===== config.mk =====
export PLATFORM = sky130hd
export DESIGN_NAME = r_type_exec_seq
export DESIGN_NICKNAME = d
export VERILOG_FILES = /design/src/rtl/r_type_exec_seq.sv
export SDC_FILE = /design/constraint.sdc
export NUM_CORES = 1
export LEC_CHECK = 0
export ABC_AREA = 0
export CORE_MARGIN = 5
export CORE_UTILIZATION = 30
export DETAILED_ROUTE_END_ITERATION = 7
export SLEW_MARGIN = 20
export SYNTH_ARGS = -nofsm -noshare
export SYNTH_HDL_FRONTEND = slang
export SYNTH_SLANG_ARGS = --single-unit

===== constraint.sdc =====
create_clock -name clk -period 3.75 [get_ports clk]
set_input_delay 0.5625 -clock clk [delete_from_list [all_inputs] [get_ports clk]]
set_output_delay 0.5625 -clock clk [all_outputs]
set_load 0.01 [all_outputs]

===== src/rtl/r_type_exec_seq.sv =====
// Sequenced RV32I R-type execute unit: single-cycle ALU ops, SLL/SRL/SRA
// through an iterative shifter that moves at most SHIFT_STEP bits per cycle.
module r_type_exec_seq #(
  parameter int XLEN       = 32,
  parameter int SHIFT_STEP = 1
) (
  input  logic            clk,
  input  logic            reset,
  input  logic            in_valid,
  output logic            in_ready,
  input  logic [31:0]     idata,
  input  logic [XLEN-1:0] rv1,
  input  logic [XLEN-1:0] rv2,
  output logic            out_valid,
  input  logic            out_ready,
  output logic [XLEN-1:0] rd_data,
  output logic [4:0]      rd_addr,
  output logic            illegal,
  output logic            busy
);

  localparam logic [4:0] K_ADD  = 5'b0_0_000;
  localparam logic [4:0] K_SUB  = 5'b1_0_000;
  localparam logic [4:0] K_SLL  = 5'b0_0_001;
  localparam logic [4:0] K_SLT  = 5'b0_0_010;
  localparam logic [4:0] K_SLTU = 5'b0_0_011;
  localparam logic [4:0] K_XOR  = 5'b0_0_100;
  localparam logic [4:0] K_SRL  = 5'b0_0_101;
  localparam logic [4:0] K_SRA  = 5'b1_0_101;
  localparam logic [4:0] K_OR   = 5'b0_0_110;
  localparam logic [4:0] K_AND  = 5'b0_0_111;
  localparam logic [4:0] STEP   = 5'(SHIFT_STEP);

  typedef enum logic [1:0] {IDLE, SHIFT, DONE} state_t;
  typedef enum logic [1:0] {SH_L, SH_RL, SH_RA} sop_t;

  state_t          state;
  sop_t            sop, sop_n;
  logic [4:0]      rem, amt, key, shamt;
  logic [XLEN-1:0] alu_res, shifted;
  logic            alu_ill, is_shift;
  logic            unused_idata;

  assign key          = {idata[30], idata[25], idata[14:12]};
  assign shamt        = rv2[4:0];
  assign unused_idata = ^{idata[31], idata[29:26], idata[24:15], idata[6:0]};

  // Shift ops load rv1 as the starting value so shamt=0 completes directly.
  always_comb begin
    alu_res  = '0;
    alu_ill  = 1'b0;
    is_shift = 1'b0;
    sop_n    = SH_L;
    case (key)
      K_ADD:  alu_res = rv1 + rv2;
      K_SUB:  alu_res = rv1 - rv2;
      K_SLT:  alu_res = {{(XLEN-1){1'b0}}, $signed(rv1) < $signed(rv2)};
      K_SLTU: alu_res = {{(XLEN-1){1'b0}}, rv1 < rv2};
      K_XOR:  alu_res = rv1 ^ rv2;
      K_OR:   alu_res = rv1 | rv2;
      K_AND:  alu_res = rv1 & rv2;
      K_SLL:  begin alu_res = rv1; is_shift = 1'b1; sop_n = SH_L;  end
      K_SRL:  begin alu_res = rv1; is_shift = 1'b1; sop_n = SH_RL; end
      K_SRA:  begin alu_res = rv1; is_shift = 1'b1; sop_n = SH_RA; end
      default: alu_ill = 1'b1;
    endcase
  end

  always_comb begin
    amt = (rem < STEP) ? rem : STEP;
    case (sop)
      SH_L:    shifted = rd_data << amt;
      SH_RL:   shifted = rd_data >> amt;
      default: shifted = $unsigned($signed(rd_data) >>> amt);
    endcase
  end

  // rd_data doubles as the shift accumulator while in SHIFT.
  always_ff @(posedge clk) begin
    if (reset) begin
      state     <= IDLE;
      in_ready  <= 1'b1;
      out_valid <= 1'b0;
      rd_data   <= '0;
      rd_addr   <= '0;
      illegal   <= 1'b0;
      busy      <= 1'b0;
      rem       <= '0;
      sop       <= SH_L;
    end else begin
      case (state)
        IDLE: if (in_valid) begin
          rd_addr  <= idata[11:7];
          illegal  <= alu_ill;
          sop      <= sop_n;
          in_ready <= 1'b0;
          busy     <= 1'b1;
          if (is_shift && shamt != 5'd0) begin
            state   <= SHIFT;
            rem     <= shamt;
            rd_data <= rv1;
          end else begin
            state     <= DONE;
            rd_data   <= alu_res;
            out_valid <= 1'b1;
          end
        end
        SHIFT: begin
          rd_data <= shifted;
          rem     <= rem - amt;
          if (rem == amt) begin
            state     <= DONE;
            out_valid <= 1'b1;
          end
        end
        DONE: if (out_ready) begin
          state     <= IDLE;
          out_valid <= 1'b0;
          in_ready  <= 1'b1;
          busy      <= 1'b0;
        end
        default: state <= IDLE;
      endcase
    end
  end

endmodule


==> flow_summary.ini <==
[status]
status = completed

[floorplan]
core_area_um2 = 26200
fp.dieH_um = 174
initial_core_util_pct = 30.6
placementRows = 59
dieArea_um2 = 30100
die_w_um = 174
ios = 141

[route]
drtPass1Iterations = 5
vias = 9666
routed_wl_um = 32800
wl_per_cell_um = 18.9
drcViolationCount = 0
drtIter0Drc = 1085
final_antenna_net_count = 0
viasPerCell = 5.56

[placed_design]
place_congestion = 0.952
dp_hpwl_um = 26200
placedCellCount = 1728
numPortBuffers = 118

[logic_synthesis]
seq_area_frac_synth_pct = 12.5
yosysWarnings = 0
synth-edff-count = 0
synth.largest_area_cell = ha_1
syn-cell-area_um2 = 8020
synth_nets = 1415
ys_top_cells_by_area = ha_1 16%, dfxtp_1 12%, a21oi_1 8.9%
synth_common_cells = 150 x nand2_1, 142 x a21oi_1, 105 x o21ai_0, 104 x ha_1, 104 x nor2_1
postSynthCellCount = 1209
synth_area_per_cell_um2 = 6.63
ys_ff_latch = 50
synth_top_area_share_pct = 16.2
synthFlopType = dfxtp_1
async_flop_share_pct = 0
synth_most_common_cell = nand2_1
ys_types = 73

[sta]
setup_viol = 0
timing.hold.ws_ns = 0.454
skew_ns = 0.00815
slew_headroom_pct = 48.2
max_freq_mhz = 279
post-route-period-util_pct = 95.7
slew_viol_final = 0
finalCriticalPeriod_ns = 3.59
worst_pin_slew_ns = 0.777
hold_viol_final = 0
rsz0062_at_grt = yes

[power_and_ir_drop]
p_int_mw = 1.72
power_frac_seq_pct = 24.1
combPwrFrac_pct = 58.7
peakVddDrop_mv = 0.165
swShare_pct = 43.6
p_leak_nw = 4.50
p_per_area_nw_per_um2 = 286
finalPower_mw = 3.04
clkPwrFrac_pct = 17.1
p_sw_mw = 1.32

[min_path]
hold_class = flip-flop to flip-flop
min_delay_worst_endpoint = rd_addr[3]$_SDFFE_PP0P_
whs_path_depth = 2
min_from = rd_addr[3]$_SDFFE_PP0P_

[clock_network]
cts_buffers = 5
cts-root-buf = clkbuf_16
htreeDepth = 2
hold_buffers = 0
cts_tree = done
clkSinkCount = 50
clock_path_buffers = 2
clkTransAtPathRegs_ns = 0.07
clk_latency_ns = 0.30

[critical_path]
crit_required_ns = 3.99
r2r_cells = 11
critPathSlowestCell = clkdlybuf4s50_1
worstSetupPathType = input port to flip-flop
cp.arrival_ns = 3.83
regToRegEndpoint = rd_data[29]$_SDFFE_PP0P_
ff2ff_setup_slack_ns = 1.01
crit_chain = clkdlybuf4s50_1 > inv_1 > ha_1 > inv_1 > fa_1 > nor2b_2 > o21ai_2 > a311oi_4 > a211oi_2 > buf_4 > and4bb_2 > nor3_1 > buf_4 > nor2_1 > a21oi_1 > o31a_1
r2r_start = state[0]$_SDFFE_PP0P_
critPathMaxFanout = 3
crit_path_end_kind = flip-flop
start_kind = input port
max_stage_delay_ns = 0.43

[run]
cap_violations = 0

[finish]
diodes = 0
nets = 1608
syn2layout_area_growth_pct = 32.4
final_core_util_pct = 40.5
instances_no_fill = 1738
final_layout_size_suffix_gt1_share_pct = 13.6

[global_routing]
grt_pass1_vias = 9188
grtUsageTotal_pct = 20.8
overflow = 0
grt_max_degree = 39
grt_pass1_wl_um = 51300
antenna_found_initial = 1
## through the flow
step	setup slack [ns]	TNS, ns	instance area, µm²
3_5_place_dp	-0.241	-2.18	10400
2_1_floorplan	0.522	0	8020
5_1_grt	-0.00708	-0.00728	10600
4_1_cts	0.0380	0	10600
3_3_place_gp	-0.236	-2.15	10400
6_report	0.160	0	10600
## worst max-delay path: cells and delay by family
kind | cells | cell delay, ns
AO/OA/AOI/OAI | 5 | 1.02
adder cells (fa/ha/maj) | 2 | 0.56
buffers and inverters | 5 | 0.91
AND/OR/NAND/NOR | 4 | 0.78
## logic make-up (layout without fill, tap and decap cells)
logic type      Yosys count  in the layout  synth area share (%)
mux                       8              8                  1.01
xor+xnor                 24             24                  2.62
buf+inv                 185            379                  9.00
flops                    50             50                  12.5
compound gates          452            452                  36.2
simple gates            384            384                  22.0
fa+ha+maj               106            106                  16.7
## area by class of cell
cell class | instances | area (µm²)
Clock inverter | 1 | 30.0
Timing Repair Buffer | 267 | 2300
Tap cell | 335 | 419
Multi-Input combinational cell | 974 | 6350
Fill cell | 2751 | 15600
Clock buffer | 7 | 133
Sequential cell | 50 | 1000
Inverter | 104 | 390
## power groups by stage
stage	clock network, mW	logic, mW	registers [mW]
after floorplan	0	0.964	0.733
after global placement	0	1.73	0.742
after global routing	0.546	1.95	0.747
after CTS	0.528	1.75	0.732
after detailed placement	0	1.74	0.743
final	0.521	1.79	0.734
## worst max-delay path by stage
stage	end	cells past startpoint	startpoint	slack, ns
4_1_cts	rd_data[30]$_SDFFE_PP0P_	16	rv1[0]	0.04
3_3_place_gp	rd_data[30]$_SDFFE_PP0P_	14	rv1[0]	-0.24
6_report	rd_data[0]$_SDFFE_PP0P_	16	rv1[0]	0.16
3_5_place_dp	rd_data[30]$_SDFFE_PP0P_	16	rv1[0]	-0.24
5_1_grt	rd_data[30]$_SDFFE_PP0P_	16	rv1[0]	-0.007
2_1_floorplan	rd_data[24]$_SDFFE_PP0P_	14	rv1[0]	0.52
## repair_timing
action	in CTS	in global routing
buffers inserted	0	2
endpoints found under the setup margin	0	14
gates resized for setup	0	16
## per-layer routing
metal  wire (µm)  GRT usage, %  vias to the layer above
met3        2330          2.40                       47
met2       14000          31.6                      379
li1            -             -                     4718
met5          13             0                        -
met1       15700          31.3                     4520
met4         707          4.99                        2
## state kept, by name (all words and copies together) (netlist names)
register / cells
state: 2
in_ready: 1
out_valid: 1
rem: 5
illegal: 1
rd_data: 32
rd_addr: 5
sop: 2
busy: 1
## placed cells by master, fill, tap and decap left out, types with 6 or more instances in the layout
master,n
nand2_1,150
buf_4,149
a21oi_1,140
clkdlybuf4s50_1,116
o21ai_0,104
ha_1,103
inv_1,102
nor2_1,101
dfxtp_1,50
nor3_1,26
a31oi_1,24
a221oi_1,24
xnor2_1,22
o21bai_1,19
nand3_1,17
nand2b_1,16
a211oi_1,15
nor4_1,12
nand4_1,12
a311oi_1,12
a21o_1,12
nor2b_1,11
o211ai_1,11
a22oi_1,10
or3_1,9
o22ai_1,8
mux2i_1,7
a31o_2,6
a221o_1,6
o31ai_1,6
(Power assumes the default switching activity.)
